## src/rtl/ariane_wakeup_pkg.sv

```systemverilog
// Shared definitions for the core wakeup sequencer: FSM state encoding and
// the L15 interrupt-return fields that identify a wakeup.
package ariane_wakeup_pkg;

   typedef enum logic [2:0] {
      ST_INIT      = 3'd0,
      ST_WAIT_WAKE = 3'd1,
      ST_RELEASE   = 3'd2,
      ST_RUN       = 3'd3,
      ST_PARKED    = 3'd4
   } wake_state_e;

   // rtrn_data_i[17:16] interrupt type and rtrn_data_i[5:0] interrupt code
   localparam logic [1:0] WAKE_RET_TYPE = 2'b01;
   localparam logic [5:0] WAKE_INT_CODE = 6'b000001;

   localparam int unsigned CNT_W = 16;

   function automatic logic is_wakeup(input logic       val,
                                      input logic       int_ret,
                                      input logic [1:0] ret_type,
                                      input logic [5:0] int_code);
      return val & int_ret & (ret_type == WAKE_RET_TYPE) & (int_code == WAKE_INT_CODE);
   endfunction

endpackage

```

## src/rtl/ariane_wakeup_seq.sv

```systemverilog
// Holds the core in reset through SRAM init and until a wakeup interrupt
// (or override), then releases it and gates its L15 requests while parked.
module ariane_wakeup_seq
   import ariane_wakeup_pkg::*;
#(
   parameter int unsigned InitCycles    = 32768,
   parameter int unsigned ReleaseCycles = 16
) (
   input  logic        clk_i,
   input  logic        rst_i,
   input  logic        override_i,
   input  logic        rtrn_val_i,
   input  logic        rtrn_int_i,
   input  logic [17:0] rtrn_data_i,
   input  logic        quiesce_i,
   input  logic        req_val_i,
   input  logic        req_ack_i,
   output logic        req_val_o,
   output logic        core_rst_no,
   output logic [2:0]  state_o
);

   localparam logic [CNT_W-1:0] InitLast    = CNT_W'(InitCycles - 1);
   localparam logic [CNT_W-1:0] ReleaseLast = CNT_W'(ReleaseCycles - 1);

   wake_state_e      state_q, state_d;
   logic [CNT_W-1:0] cnt_q, cnt_d, cnt_inc;
   logic             wake_flag_q, wake_flag_d;
   logic             core_rst_n_q, core_rst_n_d;
   logic             wake_det, wake_go;

   // Payload bits between the type and code fields carry nothing we need.
   logic unused_data;
   assign unused_data = ^rtrn_data_i[15:6];

   assign wake_det = is_wakeup(rtrn_val_i, rtrn_int_i, rtrn_data_i[17:16], rtrn_data_i[5:0]);
   // A wakeup seen this very cycle counts, so it is never lost to the flag's latency.
   assign wake_go  = wake_flag_q | wake_det | override_i;
   assign cnt_inc  = (cnt_q == '1) ? cnt_q : cnt_q + CNT_W'(1);

   // NOTE: every always_comb output gets a default first so no path infers a latch.
   always_comb begin
      state_d     = state_q;
      cnt_d       = cnt_q;
      wake_flag_d = wake_flag_q | wake_det;

      unique case (state_q)
         ST_INIT: begin
            cnt_d = cnt_inc;
            if (cnt_q >= InitLast) begin
               if (wake_go) begin
                  state_d = ST_RELEASE;
                  cnt_d   = '0;
               end else begin
                  state_d = ST_WAIT_WAKE;
               end
            end
         end
         ST_WAIT_WAKE: begin
            if (wake_go) begin
               state_d = ST_RELEASE;
               cnt_d   = '0;
            end
         end
         ST_RELEASE: begin
            cnt_d = cnt_inc;
            if (cnt_q >= ReleaseLast) begin
               state_d = ST_RUN;
            end
         end
         ST_RUN: begin
            // An outstanding request must be acked before the port may park.
            if (quiesce_i && (!req_val_i || req_ack_i)) begin
               state_d = ST_PARKED;
            end
         end
         ST_PARKED: begin
            if (!quiesce_i) begin
               state_d = ST_RUN;
            end
         end
         default: begin
            state_d = ST_INIT;
            cnt_d   = '0;
         end
      endcase

      core_rst_n_d = (state_d == ST_RUN) || (state_d == ST_PARKED);
   end

   // NOTE: state registers use non-blocking assignments so all flops update together.
   always_ff @(posedge clk_i or posedge rst_i) begin
      if (rst_i) begin
         state_q      <= ST_INIT;
         cnt_q        <= '0;
         wake_flag_q  <= 1'b0;
         core_rst_n_q <= 1'b0;
      end else begin
         state_q      <= state_d;
         cnt_q        <= cnt_d;
         wake_flag_q  <= wake_flag_d;
         core_rst_n_q <= core_rst_n_d;
      end
   end

   assign core_rst_no = core_rst_n_q;
   assign req_val_o   = req_val_i & (state_q == ST_RUN);
   assign state_o     = state_q;

endmodule

```

## config.mk

```make
export PLATFORM = sky130hd
export DESIGN_NAME = ariane_wakeup_seq
export DESIGN_NICKNAME = d
export VERILOG_FILES = /design/src/rtl/ariane_wakeup_pkg.sv /design/src/rtl/ariane_wakeup_seq.sv
export SDC_FILE = /design/constraint.sdc
export NUM_CORES = 1
export LEC_CHECK = 0
export CAP_MARGIN = 20
export CELL_PAD_IN_SITES_DETAIL_PLACEMENT = 1
export CELL_PAD_IN_SITES_GLOBAL_PLACEMENT = 2
export CORE_UTILIZATION = 35
export DETAILED_ROUTE_END_ITERATION = 8
export DONT_BUFFER_PORTS = 1
export PLACE_DENSITY_LB_ADDON = 0.12
export SYNTH_ARGS = -nofsm -noshare
export SYNTH_HDL_FRONTEND = slang
export SYNTH_SLANG_ARGS = --single-unit
```

## constraint.sdc

```tcl
create_clock -name clk_i -period 2.2 [get_ports clk_i]
set_input_delay 0.33 -clock clk_i [delete_from_list [all_inputs] [get_ports clk_i]]
set_output_delay 0.33 -clock clk_i [all_outputs]
set_load 0.05 [all_outputs]
```

# == Yosys cells after proc, flatten, opt, wreduce, memory -nomap -nowiden ==
# Index checks and enable logic that the tools add are counted.
# Widths: inputs -> output; s select.
# totals
word_cells,43
input_bits,26
latch_bits,0
out_inout_bits,5
ramBits,0
regBits,21
memories,0
rom_bits,0
# classes
bitwise,7
n_shift,0
mul,0
div,0
n_eq_ne,10
addsub,1
reduce_logical,7
muxes,12
magnitude_cmp,2
# op_table
operator,count
$mux 16,4
$pmux 16 s4,1
$add 16x1->16 const B,1
$eq 16x16->1 const B,1
$ge 16x15->1 const B,1
$ge 16x4->1 const B,1
$mux 3,5
$pmux 3 s5,1
$eq 3x2->1 const B,3
$eq 3x3->1 const B,2
$eq 6x1->1 const B,1
$and 1x1->1,4
$eq 3x1->1 const B,1
$logic_not 3->1,1
$eq 2x1->1 const B,1
$logic_or 1x1->1,2
$mux 2,1
$ne 2x2->1 const B,1
$or 1x1->1,2
$reduce_and 2->1,1
$reduce_or 2->1,1
$logic_and 1x1->1,1
$logic_not 1->1,1
$not 1->1,1

# == Logic depth before layout (Yosys ltp) ==
# logic_depth
word_depth,10
mapped_depth,8
ltp_nobuf,6

# == Least setup slack after synthesis ==
# No wires, ideal clock.
# synth_path
path_kind,register -> register
from,"register state_q[1], in the netlist state_o[1]"
to,register cnt_q[10]
setup_slack_ns,0.013
n_path_buf,1
path_stages_with_launch,7
setup_ns,0.077
arrival_time_ns,2.110
t_required_ns,2.123
period_less_slack_ns,2.187
cell_sequence,dfrtp_1 buf_4 nor2b_4 a21o_1 or3_1 or4_1 a21oi_1
# synth_between
elab_chain_len,4
word_cells_on_any_way,10
classes_between,eq/ne (5); mux (1); bitwise (1); reduce/logical (3)
# synth_lines
item,line,rtl
start: declaration,ariane_wakeup_seq.sv:26,"wake_state_e state_q, state_d;"
start signal: assignment,ariane_wakeup_seq.sv:99,state_q <= state_d;
branches (longest 4 deep; another with $pmux 16 s4),--,
end signal: assignment,ariane_wakeup_seq.sv:100,cnt_q <= cnt_d;
end: declaration,ariane_wakeup_seq.sv:27,"logic [CNT_W-1:0] cnt_q, cnt_d, cnt_inc;"
# Parallel ways; which one is timed is not known.
# A chain may end at the register's enable or synchronous reset.

# == Final worst setup path ==
# layout_path
from,register cnt_q[0]
to,register cnt_q[15]
# layout_between
elab_chain_len,5
word_cells_on_any_way,7
classes_between,add/sub (1); order compare (1); eq/ne (1); mux (4)
# layout_lines
item,line,rtl
$add 16x1->16 / $eq 16x16->1 (equally long branches),ariane_wakeup_seq.sv:39,assign cnt_inc = (cnt_q == '1) ? cnt_q : cnt_q + CNT_W'(1);
$mux 16,ariane_wakeup_seq.sv:39,
$mux 16,ariane_wakeup_seq.sv:51,if (wake_go) begin
$mux 16,ariane_wakeup_seq.sv:50,if (cnt_q >= InitLast) begin
$pmux 16 s4 (*),ariane_wakeup_seq.sv:47,unique case (state_q)
# Every way passes the cells marked *; elsewhere a longest branch is shown, timed or not.

==> results.json <==
{
  "fin_worst_skew_ps": 1.496,
  "die-area_um2": 4055,
  "drive_above_1_share": 0.1928,
  "yosys_warnings": 0,
  "clockRootBuffer": "clkbuf_8",
  "pwr_density_cell_nw_per_um2": 940.3,
  "overflow": 0,
  "synth_nets": 179,
  "drc": 0,
  "met3_usage": 0.02717,
  "power_leakage_uw": 0.0006380,
  "critical_path_class": "flip-flop to flip-flop",
  "met2_usage": 0.3324,
  "setup_tns_ps": 0,
  "vias_per_cell": 5.925,
  "grt_pass1_wl_um": 6072,
  "synthCells": 152,
  "holdWs_ps": 124.4,
  "antenna_found_initial": 0,
  "clk_latency_ps": 260,
  "coreArea_um2": 3661,
  "worstPathArrival_ps": 2180,
  "gp_congestion": 0.8296,
  "min_period_ps": 2035,
  "cp.depth": 6,
  "cts_tree": "done",
  "finalHoldViolCount": 0,
  "ys_types": 50,
  "clockBufferDepth": 2,
  "timing.fmax_mhz": 491.3,
  "syn-mean-instance-area_um2": 8.758,
  "final_cell_mix": "21 x dfrtp_1, 16 x buf_4, 14 x a21oi_1, 9 x nand2_1, 9 x nor2_1",
  "rr_worst_depth": 6,
  "drtIter0Drc": 58,
  "antennaDiodeCount": 0,
  "worstPathCellList": "ha_2 -> nand4_1 -> or4_4 -> a211o_4 -> o311ai_1 -> a21oi_1",
  "synth_area_um2": 1331,
  "worstMarginPinSlew_ps": 859.1,
  "ant_nets": 0,
  "critPathMaxStageDelay_ps": 500,
  "ys_seq_area_frac": 0.3947,
  "nets": 194,
  "clk_pin_slew_ps": 80,
  "fp.dieH_um": 63.68,
  "ir_drop_uv": 497.3,
  "cts_buffers": 3,
  "fin_crit_sh": 0.9251,
  "final_common_cell": "dfrtp_1",
  "ys_seq_elements": 21,
  "syn2layout_area_growth_pct": 17.20,
  "slew_headroom": 0.4266,
  "io_buffers": 0,
  "status": "complete, no violations",
  "grt_pass1_vias": 1270,
  "worstPathRequired_ps": 2340,
  "slowest_stage": "or4_4",
  "finalWirelength_um": 3615,
  "max_cap_viol_count": 0,
  "critical_path.max_fanout": 8,
  "met1_usage": 0.2528,
  "rsz0062_at_grt": "no",
  "hold_class": "input port to asynchronous set/reset pin",
  "dr.pass1.iters": 4,
  "final_cells": 214,
  "setup_viol": 0,
  "crit_buf_inv": 0,
  "cts_sinks": 21,
  "die_w_um": 63.68,
  "cp_top_family": "simple AND/OR/NAND/NOR gates",
  "top_usage_layer": "met2",
  "dp_cells": 209,
  "dpl.hpwl_um": 2724,
  "row_count": 22,
  "worst_setup_path_start_kind": "flip-flop",
  "setup.worst_path.end_class": "flip-flop",
  "grt_start_max_net_pins": 22,
  "htree_levels": 1,
  "avgRoutedWirePerCell_um": 16.89,
  "grtUsageTotal": 0.1965,
  "ioPinCount": 31,
  "maxSlewViolCount": 0,
  "vias": 1268,
  "start_util": 0.3636
}
==> logic make-up after synthesis <==
kind of cell	after synthesis	share of synthesized area
and+or+nand+nor	69	0.3139
AOI/OAI and AO/OA	44	0.2105
DFF	21	0.3947
buffers and inverters	14	0.05074
xor gates and xnor gates	2	0.01316
muxes	1	0.007519
adders and majority gates	1	0.009397
==> where the power goes <==
group          switching, uW  internal (uW)
clock                    134            126
sequential              84.7            456
combinational            399            267
==> cell type report <==
class / count / area, um^2
clock inverters: 1 / 5.005
flip-flops and latches: 21 / 525.5
fillers: 441 / 2101
well taps: 48 / 60.06
clock buffers: 3 / 41.29
repair buffers: 17 / 140.1
inverters: 7 / 26.28
multi-input cells: 117 / 762.0
==> synthesized netlist by cell type (all sizes together) <==
| cell | n | area, um^2 |
|---|---|---|
| inv | 7 | 26.27 |
| nand2 | 9 | 33.78 |
| o21ai | 9 | 45.04 |
| xnor2 | 1 | 8.760 |
| nor2 | 9 | 33.78 |
| xor2 | 1 | 8.760 |
| nor3 | 4 | 20.02 |
| a311oi | 1 | 8.760 |
| o21a | 2 | 15.01 |
| o31ai | 2 | 15.01 |
| mux2i | 1 | 10.01 |
| nor3b | 2 | 15.01 |
| and4b | 1 | 10.01 |
| and2 | 1 | 6.260 |
| o2111ai | 1 | 8.760 |
| a21o | 1 | 7.510 |
| a211o | 1 | 8.760 |
| and3 | 1 | 6.260 |
| buf | 5 | 32.53 |
| o311ai | 2 | 17.52 |
| nor4 | 5 | 46.29 |
| a31oi | 3 | 18.77 |
| o41ai | 2 | 17.52 |
| dfrtp | 21 | 525.5 |
| or2 | 3 | 18.77 |
| nand2b | 2 | 12.51 |
| nand3 | 7 | 35.03 |
| or3 | 9 | 56.30 |
| ha | 1 | 12.51 |
| a31o | 2 | 17.52 |
| clkbuf | 2 | 8.750 |
| a21oi | 15 | 75.07 |
| nor2b | 2 | 20.02 |
| o32a | 1 | 10.01 |
| or4 | 2 | 15.01 |
| o211ai | 2 | 15.01 |
| nand4 | 9 | 62.56 |
| nand4b | 1 | 8.760 |
| and4 | 2 | 17.52 |
==> what timing repair did <==
action                                  4_1_cts  5_1_grt
resized for setup                             0        6
endpoints found under the setup margin        0       16
hold buffers                                  0        0
buffers inserted                              0        1
==> worst paths after layout <==
path	startpoint	end	slack, ps
worst max-delay path	cnt_q[0]	cnt_q[15]	160
worst min-delay path	rst_i	cnt_q[0]	120
min in group clk_i	override_i	state_o[0]	170
max in group asynchronous	rst_i	cnt_q[12]	1540
worst max register to register	cnt_q[0]	cnt_q[15]	160
worst min register to register	wake_flag_q	wake_flag_q	500
==> metrics by stage <==
stage | power [uW] | setup slack, ps | cell area [um^2] | utilization
2_1_floorplan | 999.8 | 12.50 | 1331 | -
3_3_place_gp | 1174 | 77.87 | 1483 | 0.4050
3_5_place_dp | 1202 | 35.35 | 1483 | 0.4050
4_1_cts | 1476 | 18.25 | 1529 | 0.4176
5_1_grt | 1577 | 41.01 | 1560 | 0.4262
6_report | 1467 | 164.7 | 1560 | 0.4262
==> flip-flops by register name, summed over array words and instances (netlist names) <==
name         cells
wake_flag_q      1
cnt_q           16
core_rst_no      1
state_o          3
==> layer usage <==
layer / up-vias / share of wire
li1: 612 / -
met1: 628 / 0.48
met2: 22 / 0.48
met3: 6 / 0.023
met4: 0 / 0.015
met5: - / 0
==> worst register-to-register path, cell delays in order, from the launching register on <==
cell,delay (ps)
dfrtp_1,380
ha_2,220
nand4_1,190
or4_4,500
a211o_4,400
o311ai_1,110
a21oi_1,120
Power figures use the tool's default switching activity.
